**src/rtl/lsu_mem_initiator.sv**
```systemverilog
// ---------------------------------------------------------------------------
// lsu_mem_initiator
//   CPU-side initiator for the single-port SoC memory bus. Accepts one
//   load/store at a time, issues a word-aligned bus request, waits for the
//   memory's data_valid (bounded by TIMEOUT) and returns extended load data or
//   a store completion. Sub-word stores run as read-modify-write.
//
// Ports
//   clk, reset                       clock (rising edge), async active-high reset
//   cpu_req_valid/ready              request handshake (ready only when idle)
//   cpu_we, cpu_size, cpu_unsigned   op type, 00 byte / 01 half / 10 word
//   cpu_addr, cpu_wdata              byte address, right-aligned store data
//   cpu_resp_valid                   one-cycle completion pulse
//   cpu_rdata, cpu_err               result / error, held until next response
//   mem_addr, mem_req_valid, mem_we  bus request (strobe is one cycle)
//   mem_wdata, mem_wdata_oe          write data and tri-state drive enable
//   mem_rdata, mem_data_valid        bus read data and completion
// ---------------------------------------------------------------------------

// One byte lane of the read-modify-write merge. Even lanes take the low store
// byte; odd lanes take the high byte of a halfword unless a byte is stored,
// in which case the byte is replicated across all lanes.
module lsu_merge_lane #(
    parameter int LANE = 0
) (
    input  logic        sel,
    input  logic        byte_mode,
    input  logic [15:0] wdata,
    input  logic [7:0]  old_byte,
    output logic [7:0]  merged
);
    logic [7:0] new_byte;

    assign new_byte = (byte_mode || (LANE % 2 == 0)) ? wdata[7:0] : wdata[15:8];
    assign merged   = sel ? new_byte : old_byte;
endmodule

module lsu_mem_initiator #(
    parameter int ADDR_WIDTH = 32,
    parameter int DATA_WIDTH = 32,
    parameter int TIMEOUT    = 15
) (
    input  logic                  clk,
    input  logic                  reset,
    input  logic                  cpu_req_valid,
    output logic                  cpu_req_ready,
    input  logic                  cpu_we,
    input  logic [1:0]            cpu_size,
    input  logic                  cpu_unsigned,
    input  logic [ADDR_WIDTH-1:0] cpu_addr,
    input  logic [DATA_WIDTH-1:0] cpu_wdata,
    output logic                  cpu_resp_valid,
    output logic [DATA_WIDTH-1:0] cpu_rdata,
    output logic                  cpu_err,
    output logic [ADDR_WIDTH-1:0] mem_addr,
    output logic                  mem_req_valid,
    output logic                  mem_we,
    output logic [DATA_WIDTH-1:0] mem_wdata,
    output logic                  mem_wdata_oe,
    input  logic [DATA_WIDTH-1:0] mem_rdata,
    input  logic                  mem_data_valid
);
    localparam int NUM_LANES = DATA_WIDTH / 8;
    localparam int CNT_W     = (TIMEOUT < 1) ? 1 : $clog2(TIMEOUT + 1);
    localparam logic [CNT_W-1:0] CNT_MAX = CNT_W'(TIMEOUT);

    typedef enum logic [2:0] {IDLE, RD_REQ, RD_WAIT, WR_REQ, WR_WAIT, RESP} state_t;

    // Captured request; only the low halfword of store data is needed after
    // accept, since word stores load mem_wdata directly.
    typedef struct packed {
        logic        we;
        logic [1:0]  size;
        logic        uns;
        logic [1:0]  lane;
        logic [15:0] wdata;
    } req_t;

    state_t           state, state_n;
    req_t             req;
    logic [CNT_W-1:0] cnt;
    logic             ack, bad_req, word_st, timed_out;

    // X/Z on the completion line must not count as an acknowledge.
    assign ack       = (mem_data_valid === 1'b1);
    assign bad_req   = (cpu_size == 2'b11) ||
                       (cpu_size == 2'b01 && cpu_addr[0]) ||
                       (cpu_size == 2'b10 && cpu_addr[1:0] != 2'b00);
    assign word_st   = cpu_we && (cpu_size == 2'b10);
    assign timed_out = (cnt == CNT_MAX);

    // ---------------- read-modify-write merge ----------------
    logic [NUM_LANES-1:0]      lane_en;
    logic [NUM_LANES-1:0][7:0] old_bytes, merged;

    always_comb begin
        lane_en = '1;
        case (req.size)
            2'b00:   lane_en = NUM_LANES'(1) << req.lane;
            2'b01:   lane_en = NUM_LANES'(2'b11) << {req.lane[1], 1'b0};
            default: lane_en = '1;
        endcase
    end

    assign old_bytes = mem_rdata;

    for (genvar i = 0; i < NUM_LANES; i++) begin : g_lane
        lsu_merge_lane #(.LANE(i)) u_lane (
            .sel       (lane_en[i]),
            .byte_mode (req.size == 2'b00),
            .wdata     (req.wdata),
            .old_byte  (old_bytes[i]),
            .merged    (merged[i])
        );
    end

    // ---------------- load extraction ----------------
    logic [DATA_WIDTH-1:0] shifted, load_data;

    // Halfwords are always aligned here, so lane[0]=0 and the byte shift
    // also lines up the half lane.
    assign shifted = mem_rdata >> {req.lane, 3'b000};

    always_comb begin
        load_data = mem_rdata;
        case (req.size)
            2'b00:   load_data = {{(DATA_WIDTH-8){~req.uns & shifted[7]}}, shifted[7:0]};
            2'b01:   load_data = {{(DATA_WIDTH-16){~req.uns & shifted[15]}}, shifted[15:0]};
            default: load_data = mem_rdata;
        endcase
    end

    // ---------------- FSM ----------------
    always_ff @(posedge clk or posedge reset) begin
        if (reset) state <= IDLE;
        else       state <= state_n;
    end

    always_comb begin
        state_n = state;
        case (state)
            IDLE: if (cpu_req_valid) begin
                if (bad_req)      state_n = RESP;
                else if (word_st) state_n = WR_REQ;
                else              state_n = RD_REQ;
            end
            RD_REQ:  state_n = RD_WAIT;
            WR_REQ:  state_n = WR_WAIT;
            RD_WAIT: if (ack)            state_n = req.we ? WR_REQ : RESP;
                     else if (timed_out) state_n = RESP;
            WR_WAIT: if (ack || timed_out) state_n = RESP;
            RESP:    state_n = IDLE;
            default: state_n = IDLE;
        endcase
    end

    assign cpu_req_ready  = (state == IDLE);
    assign cpu_resp_valid = (state == RESP);
    assign mem_req_valid  = (state == RD_REQ) || (state == WR_REQ);
    assign mem_we         = (state == WR_REQ) || (state == WR_WAIT);
    assign mem_wdata_oe   = (state == WR_REQ) || (state == WR_WAIT);

    // ---------------- datapath ----------------
    always_ff @(posedge clk or posedge reset) begin
        if (reset) begin
            req       <= '0;
            cnt       <= '0;
            mem_addr  <= '0;
            mem_wdata <= '0;
            cpu_rdata <= '0;
            cpu_err   <= 1'b0;
        end else begin
            case (state)
                IDLE: if (cpu_req_valid) begin
                    req <= '{we: cpu_we, size: cpu_size, uns: cpu_unsigned,
                             lane: cpu_addr[1:0], wdata: cpu_wdata[15:0]};
                    if (bad_req) begin
                        cpu_rdata <= '0;
                        cpu_err   <= 1'b1;
                    end else begin
                        mem_addr <= {cpu_addr[ADDR_WIDTH-1:2], 2'b00};
                        if (word_st) mem_wdata <= cpu_wdata;
                    end
                end
                RD_REQ, WR_REQ: cnt <= '0;
                RD_WAIT: begin
                    if (ack) begin
                        if (req.we) begin
                            mem_wdata <= merged;
                        end else begin
                            cpu_rdata <= load_data;
                            cpu_err   <= 1'b0;
                        end
                    end else if (timed_out) begin
                        cpu_rdata <= '0;
                        cpu_err   <= 1'b1;
                    end else begin
                        cnt <= cnt + CNT_W'(1);
                    end
                end
                WR_WAIT: begin
                    if (ack) begin
                        cpu_rdata <= '0;
                        cpu_err   <= 1'b0;
                    end else if (timed_out) begin
                        cpu_rdata <= '0;
                        cpu_err   <= 1'b1;
                    end else begin
                        cnt <= cnt + CNT_W'(1);
                    end
                end
                default: ;
            endcase
        end
    end
endmodule

```
**config.mk**
```make
export PLATFORM = sky130hd
export DESIGN_NAME = lsu_mem_initiator
export DESIGN_NICKNAME = d
export VERILOG_FILES = /design/src/rtl/lsu_mem_initiator.sv
export SDC_FILE = /design/constraint.sdc
export NUM_CORES = 1
export LEC_CHECK = 0
export CAP_MARGIN = 25
export CORE_UTILIZATION = 45
export DETAILED_ROUTE_END_ITERATION = 12
export DONT_BUFFER_PORTS = 1
export HOLD_SLACK_MARGIN = 0.06
export PLACE_DENSITY = 0.6
export SYNTH_ARGS = -nofsm -noshare
export SYNTH_HDL_FRONTEND = slang
export SYNTH_SLANG_ARGS = --single-unit
export TNS_END_PERCENT = 10
```
**constraint.sdc**
```tcl
create_clock -name clk -period 5.32 [get_ports clk]
set_clock_uncertainty 0.1 [all_clocks]
set_input_delay 1.064 -clock clk [delete_from_list [all_inputs] [get_ports clk]]
set_output_delay 1.064 -clock clk [all_outputs]
set_load 0.005 [all_outputs]
```
==> run metrics, run 1 <==
outcome completed; HP Class register to register; I/O pin cnt 206; grt met1 use 0.312; Root Driver clkbuf_16; Nets 726; unrepaired setup endpoints after global routing no; TritonRoute pass-1 iters 7; synthesized cell area 6740 sq um; number of setup buffers added after CTS 0; Post-Route WL 17900 um; global-route wire length before repair between 20000 and 30000 um; ant diodes 0; Rows 44; post-DR vias/cell 6.07; routing usage on met3 0.0812; Max-slew headroom 0.387; clock share of power 0.259; DRC viols 0; Die X between 100 and 150 um; #FFs+latches synth 124; # port buffers 0; grt peak-use layer met2; antenna violations before repair 0; drt first-iter violations 265; Synth area leader dfrtp_1; Final setup violation count 0; ratio of cells with drive above 1 in the final layout 0.221; Flop pwr share 0.367; Via Count 4969; met2 usage 0.363; fin crit period about 3.2 ns; core area approximately 15000 sq um; final design utilization 0.508; Avg Cell Area, Syn 10.5 sq um; Skew-Pair Late Insertion Delay 0.41 ns; initial core utilization 0.462; dpl hpwl 13200 um; gp weighted congestion 0.880; EDFF count, synth 0; top cells by count, synth dfrtp_1, mux2_2, nor2_1; reported max-cap violation count 0; Setup crit end kind register; sequential element share of the synthesized area 0.461; Total Die Area 15500 sq um; Yosys warnings 0; # resized after CTS 0; Max rail drop VDD 0.000262 V; RR Startpoint state[1]$_DFFE_PP0P_; cell count after synthesis 643; LEAKAGE about 0.0032 uW; Power Dens Cells 652 nW/um^2; most common cell in the netlist dfrtp_1; Setup crit start kind register; Avg WL per Cell 21.9 um; # hold bufs at CTS 0; Hold Startpoint req[13]$_DFFE_PP0P_; Synth area leaders dfrtp_1, mux2_2, mux2i_1; Reg clk slew, reported paths 0.05 ns; Worst Setup Path Type register to register; Layout area overhead 10.1%; dominant synthesized flop cell dfrtp_1; Int Pwr 3030 uW; CP arrival between 3 and 4 ns; H-Tree Depth 4; crit path from state[1]$_DFFE_PP0P_; CTS tree built; Final Max Tran Viols 0; Comb power frac 0.374; Vert. Die Dim between 100 and 150 um; gr usage total 0.238; top-area cell type share of the netlist area 0.461; Sum Neg Setup Slack 0 ns; total grt overflow 0; Sw Share 0.372; crit path max fanout 50; Final Hold Viols 0; CTS Buf Count 17; P_sw 1800 uW; period utilization 0.598; measured slew at the worst slew-check pin 0.916 ns; clock buffer depth 2; vias in the first global route 5043; DRT antenna net count 0; largest net degree at the start of global routing just under 70; Post-synth ARST share 1.00; Clock Sink Count 124; Fmax between 0.3 and 0.4 GHz; Yosys cell types 59; CP required 5.55 ns
## critical path, cell delays in order, from the launching register on
cell and delay [ns]:
dfrtp_1 0.74, nor3b_4 0.30, buf_4 0.58, nand2_2 0.38, nor2_2 0.58, o21ai_0 0.23
o2bb2ai_1 0.19
## layout make-up
| class | instances | area, sq um |
|---|---|---|
| Sequential cell | 124 | 3100 |
| Fill cell | 1318 | 7170 |
| Multi-Input combinational cell | 466 | 3320 |
| Tap cell | 184 | 230 |
| Clock buffer | 21 | 450 |
| Clock inverter | 11 | 191 |
| Inverter | 5 | 21.3 |
| Timing Repair Buffer | 7 | 100 |
## stage by stage
step	setup WS, ns	cell area, sq um	hold WS, ns	power [uW]	std cells
floorplan	0.857	6740	0.373	3210	644
global placement	2.03	6710	0.389	3480	783
detailed placement	1.92	6730	0.397	3580	784
CTS	1.93	7380	0.409	4850	816
global route	1.84	7420	0.425	5150	818
finish	2.14	7420	0.404	4840	818
## final timing paths
check                                            endpoint  slack [ns]  cells after the start
worst max register to register  cpu_rdata[11]$_DFFE_PP0P_        2.14                      6
max in group asynchronous        mem_addr[11]$_DFFE_PP0P_        3.53                      2
worst max-delay path            cpu_rdata[11]$_DFFE_PP0P_        2.14                      6
min in group asynchronous        mem_addr[26]$_DFFE_PP0P_        0.57                      1
worst min-delay path                  req[13]$_DFFE_PP0P_        0.40                      1
worst min register to register        req[13]$_DFFE_PP0P_        0.40                      1
## layout by cell type (no fill, tap or decap), types with 9 or more instances in the layout
| cell | n |
|---|---|
| a22o_1 | 9 |
| a21o_1 | 16 |
| o21ai_0 | 32 |
| a21oi_1 | 53 |
| dfrtp_1 | 124 |
| nor2_1 | 61 |
| clkbuf_16 | 17 |
| a211oi_2 | 12 |
| nand2_1 | 54 |
| mux2_2 | 71 |
| a31oi_1 | 18 |
| mux2i_1 | 51 |
## metal layers
metal | vias up | wire length [um]
met2 | 191 | 8310
li1 | 2275 | -
met1 | 2478 | 7860
met4 | 0 | 363
met3 | 25 | 1360
met5 | - | 0
## flip-flops by register name (all words and copies together), names as in the netlist
signal     flops
cnt            4
state          3
req           22
cpu_err        1
cpu_rdata     32
mem_addr      30
mem_wdata     32
## logic make-up after synthesis
| group | after synthesis | synth area share |
|---|---|---|
| compound gates | 192 | 0.194 |
| flops | 124 | 0.461 |
| mux | 125 | 0.199 |
| other cells | 1 | 0.000557 |
| fa+ha+maj | 1 | 0.00186 |
| buf+inv | 54 | 0.0470 |
| simple gates | 146 | 0.0970 |
## power groups by stage
stage | combinational, uW | sequential (uW) | clock, uW
finish | 1810 | 1770 | 1250
global route | 2000 | 1830 | 1320
CTS | 1770 | 1790 | 1280
detailed placement | 1770 | 1800 | 0
global placement | 1660 | 1820 | 0
floorplan | 1630 | 1570 | 0
No activity file was read; power rests on OpenSTA's default activity.
==> run 2, diff against run 1 <==
Settings changed: PLACE_DENSITY 0.6 to 0.62.
Clock period 5.32 ns to 2.7 ns, I/O delays scaled along.
==> run 2 against run 1 <==
- first-iteration DRC count increased by 43%
- global-route usage decreased by 0.16 points
- cell area increased by 0.44%
- register-to-register slack got worse by 2.0 ns
- non-clock buffer count increased by 10
- die area unchanged
- critical endpoint is now cpu_rdata[18]$_DFFE_PP0P_
- largest power group unchanged
==> run metrics, run 2 (synthesis results as in run 1) <==
Clock Sink Count 124; fin crit period ~2.5 ns; outcome completed; RR Startpoint req[20]$_DFFE_PP0P_; R2R cell count 5; met3 routed WL 1580 um; DRC viols 0; P_sw between 3000 and 4000 uW; core area 14600 sq um; Top Layer Used met4; gr usage total 0.236; global-route wire length before repair 28200 um; Setup crit start kind register; Power Dens Cells 1280 nW/um^2; Nets 736; gp weighted congestion 0.890; CP required 2.94 ns; largest net degree at the start of global routing 52; WHS Endpoint cpu_err$_DFFE_PP0P_; CTS Buf Count 17; clock share of power 0.253; clock buffer depth 2; Post-Route WL 18000 um; Int Pwr between 5000 and 6000 uW; Via Count 5011; CP arrival roughly 2.8 ns; initial core utilization 0.462; Sw Share 0.380; measured slew at the worst slew-check pin 0.956 ns; Skew-Pair Late Insertion Delay 0.42 ns; total grt overflow 0; Final Max Tran Viols 0; Final Hold Viols 0; Avg WL per Cell 21.8 um; drt first-iter violations between 300 and 400; Rows 44; number of setup buffers added after CTS 0; ratio of cells with drive above 1 in the final layout 0.231; Setup crit end kind register; period utilization 0.930; Hold Crit Depth 1; # port buffers 0; R2R Path End cpu_rdata[18]$_DFFE_PP0P_; dpl hpwl 13500 um; FF-to-FF setup slack approximately 0.19 ns; DRT antenna net count 0; Comb power frac 0.385; ant diodes 0; Hold Startpoint mem_data_valid; reported max-cap violation count 0; unrepaired setup endpoints after global routing no; Fmax 0.398 GHz; commonest non-fill, non-tap cell in the layout dfrtp_1; post-DR vias/cell 6.05; Sum Neg Setup Slack 0 ns; met1 WL 7780 um; antenna violations before repair 0; Final Instance Area 7450 sq um; commonest cells after routing, fill and taps aside dfrtp_1, mux2_2, nor2_1, nand2_1, a21oi_1; WL met2 8350 um; H-Tree Depth 4; Layout area overhead 10.6%; vias in the first global route 4997; Vert. Die Dim 124 um; Total Die Area 15500 sq um; HP Class input pin to register; CTS tree built; Max rail drop VDD 0.000464 V; Reg clk slew, reported paths roughly 0.060 ns; Flop pwr share 0.362; Die X 124 um; Root Driver clkbuf_16; Max-slew headroom 0.361; Final setup violation count 0; crit path from req[20]$_DFFE_PP0P_; Worst Setup Path Type register to register; TritonRoute pass-1 iters 5; biggest registers after layout cpu_rdata (32), mem_wdata (32), mem_addr (30); I/O pin cnt 206; post-place instance area 6820 sq um; LEAKAGE 0.00321 uW; crit path max fanout 32
run 2: changes by cell type in the layout (fill, tap and decap cells not counted):
cell	delta
bufinv_16	-1
clkinv_2	+1
clkinv_4	+1
dlygate4sd3_1	+1
buf_4	+10
buf_8	-1
buf_16	-2
inv_4	-1
buf_12	+2
run 2: final cells by class:
type	instances	area [sq um]
timing repair buffer	17	155
inverter	5	22.5
clock buffer	21	450
tap	184	230
fill	1289	7140
multi-input combinational	466	3320
clock inverter	11	168
sequential	124	3100
run 2: power groups by stage:
stage	sequential (uW)	combinational (uW)	clock, uW
after floorplan	3100	3220	0
after global placement	3450	3530	0
after detailed placement	3460	3640	0
after CTS	3450	3650	2450
after global routing	3550	4010	2520
final	3440	3660	2410
run 2: routing by layer:
metal / up-vias / track usage
met4: 0 / 0.0964
met3: 25 / 0.0760
met5: - / 0
li1: 2299 / -
met1: 2463 / 0.308
met2: 224 / 0.360
run 2: timing repair:
item / CTS / global route
hold buffers: 1 / 0
resized for setup: 0 / 0
hold endpoints to repair: 20 / 0
setup endpoints to repair: 0 / 0
run 2: critical path, cell delays in order (launching register included):
cell and delay (ns):
dfrtp_1 0.71, nor2b_1 0.15, a221oi_1 0.30, a211o_1 0.76, a31oi_1 0.21, a21oi_1 0.19
run 2: metrics by stage:
stage                     hold slack [ns]  std cells  power [uW]  setup WS, ns   util
after floorplan                     0.373        644        6320         0.535      -
after global placement              0.385        795        6980         0.450  0.468
after detailed placement            0.386        795        7100         0.269  0.468
after CTS                          0.0803        828        9550         0.242  0.511
after global routing               0.0878        828       10100        0.0350  0.511
final                              0.0969        828        9520         0.189  0.511
run 2: how the worst max path moves through the flow:
stage	endpoint	cells after the start	slack, ns
global route	cpu_rdata[19]$_DFFE_PP0P_	5	0.04
floorplan	cnt[0]$_DFFE_PP0P_	1	0.53
CTS	cpu_rdata[18]$_DFFE_PP0P_	5	0.24
global placement	mem_wdata[11]$_DFFE_PP0P_	4	0.45
finish	cpu_rdata[18]$_DFFE_PP0P_	5	0.19
detailed placement	cpu_rdata[18]$_DFFE_PP0P_	5	0.27
==> run 3, diff against run 2 <==
Settings changed: CORE_UTILIZATION 45 to 49, PLACE_DENSITY 0.62 to 0.66.
==> run 3 against run 2 <==
- clock-buffer cell count unchanged
- highest routed layer is now met5
- total power about the same
- routed wire length down 0.18%
- via count about the same
- cell area down 0.72%
- fmax up 3.3%
- final cell count down 1.8%
- combinational power down 2%
==> run metrics, run 3 (synthesis results as in run 1) <==
gr usage total 0.262; ant diodes 0; DRT antenna net count 0; Vert. Die Dim 119 um; Total Die Area around 14000 sq um; dpl hpwl roughly 13000 um; Skew-Pair Late Insertion Delay about 0.42 ns; crit path from req[17]$_DFFE_PP0P_; Max rail drop VDD between 0.0006 and 0.0007 V; routing usage on met3 0.113; clock buffer depth 2; Nets 730; largest net degree at the start of global routing about 130; post-place instance area 6760 sq um; period utilization 0.901; FF-to-FF setup slack 0.27 ns; crit path max fanout 17; Final Max Tran Viols 0; total chip power 9510 uW; met2 usage 0.406; Reg clk slew, reported paths 0.06 ns; Setup WS post-layout 0.269 ns; Fill cells 1162; Sum Neg Setup Slack 0 ns; fin crit period between 2 and 2.5 ns; # hold bufs at CTS 0; Final Hold Viols 0; area of the multi-input gates 3320 sq um; Die X 119 um; Setup crit end kind register; post-DR vias/cell around 6.2; setup slack at placement 0.327 ns; reported max-cap violation count 0; RR Startpoint req[17]$_DFFE_PP0P_; HP Class input pin to async pin; slowest stage delay, CP 0.67 ns; Via Count about 5000; number of setup buffers added after CTS 0; Post-Route WL between 15000 and 20000 um; Rows 42; CP required 2.91 ns; commonest cells after routing, fill and taps aside dfrtp_1, mux2_2, nor2_1, nand2_1, a21oi_1; Root Driver clkbuf_16; CP arrival 2.64 ns; DRC viols 0; initial core utilization 0.505; Final Instance Area approximately 7400 sq um; final hold slack 0.0281 ns; commonest non-fill, non-tap cell in the layout dfrtp_1; Fmax 0.411 GHz; CTS tree built; grt met1 use 0.324; total grt overflow 0; grt peak-use layer met2; Setup crit start kind register; biggest registers after layout cpu_rdata (32), mem_wdata (32), mem_addr (30); Critical Path, Cell by Cell inv_1 > a21oi_2 > mux2i_1 > a211oi_2 > a21o_1; global-route wire length before repair 28000 um; ratio of cells with drive above 1 in the final layout 0.228; Max-slew headroom 0.422; FF/Latch Area 3100 sq um; TritonRoute pass-1 iters 6; Worst Setup Path Type register to register; I/O pin cnt 206; drt first-iter violations 432; core area 13300 sq um; CP max-delay cell dfrtp_1; # resized after CTS 0; antenna violations before repair 1; Power Dens Cells 1290 nW/um^2; LEAKAGE 0.00318 uW; # port buffers 0; gp weighted congestion approximately 0.88; Clock Sink Count 124; Final setup violation count 0; H-Tree Depth 4; Avg WL per Cell about 22 um; measured slew at the worst slew-check pin just under 0.9 ns; Layout area overhead 9.81%; unrepaired setup endpoints after global routing no; outcome completed; vias in the first global route 5055; CTS Buf Count 17
==> run 3: cell count changes in the layout (fill, tap and decap cells not counted) <==
cell	before	now
buf_4	14	10
buf_12	2	1
clkinvlp_4	3	5
clkbuf_8	1	3
clkinv_4	2	1
dlygate4sd3_1	1	0
clkinv_2	3	1
clkbuf_1	3	1
==> run 3: path summary, 6_finish.rpt <==
| check | to | depth (start not counted) |
|---|---|---|
| worst max register to register | mem_wdata[3]$_DFFE_PP0P_ | 5 |
| max in group asynchronous | mem_wdata[21]$_DFFE_PP0P_ | 2 |
| worst min-delay path | mem_addr[15]$_DFFE_PP0P_ | 2 |
| worst min register to register | mem_wdata[2]$_DFFE_PP0P_ | 1 |
| min in group clk | cpu_err$_DFFE_PP0P_ | 1 |
| worst max-delay path | mem_wdata[3]$_DFFE_PP0P_ | 5 |
==> run 3: final cells by class <==
cell class	instances	share of cell area
inverter	5	0.00304
timing repair buffer	11	0.0129
tap	176	0.0298
sequential	124	0.419
multi-input combinational	466	0.449
clock buffer	21	0.0636
clock inverter	10	0.0222
==> run 3: per-layer routing <==
metal	up-vias	routed length, um
li1	2282	-
met3	31	1960
met2	252	8240
met4	2	344
met1	2449	7440
met5	-	12
==> run 3: power breakdown <==
group          switching, uW  internal [uW]  leakage (uW)  total (uW)
Clock                    820           1610      0.000297        2430
Sequential               861           2640       0.00157        3500
Combinational           1910           1670       0.00131        3580
Total                   3590           5920       0.00318        9510
==> run 3: worst max-delay path, delay by kind of cell, from the launching register on <==
kind            cells  cell delay (ns)
buf+inv             1             0.34
compound gates      3             0.84
flops               1             0.67
mux                 1             0.36
==> run 3: through the flow <==
stage / instances / util
2_1_floorplan: 644 / -
3_3_place_gp: 782 / 0.507
3_5_place_dp: 782 / 0.507
4_1_cts: 813 / 0.554
5_1_grt: 813 / 0.554
6_report: 813 / 0.554
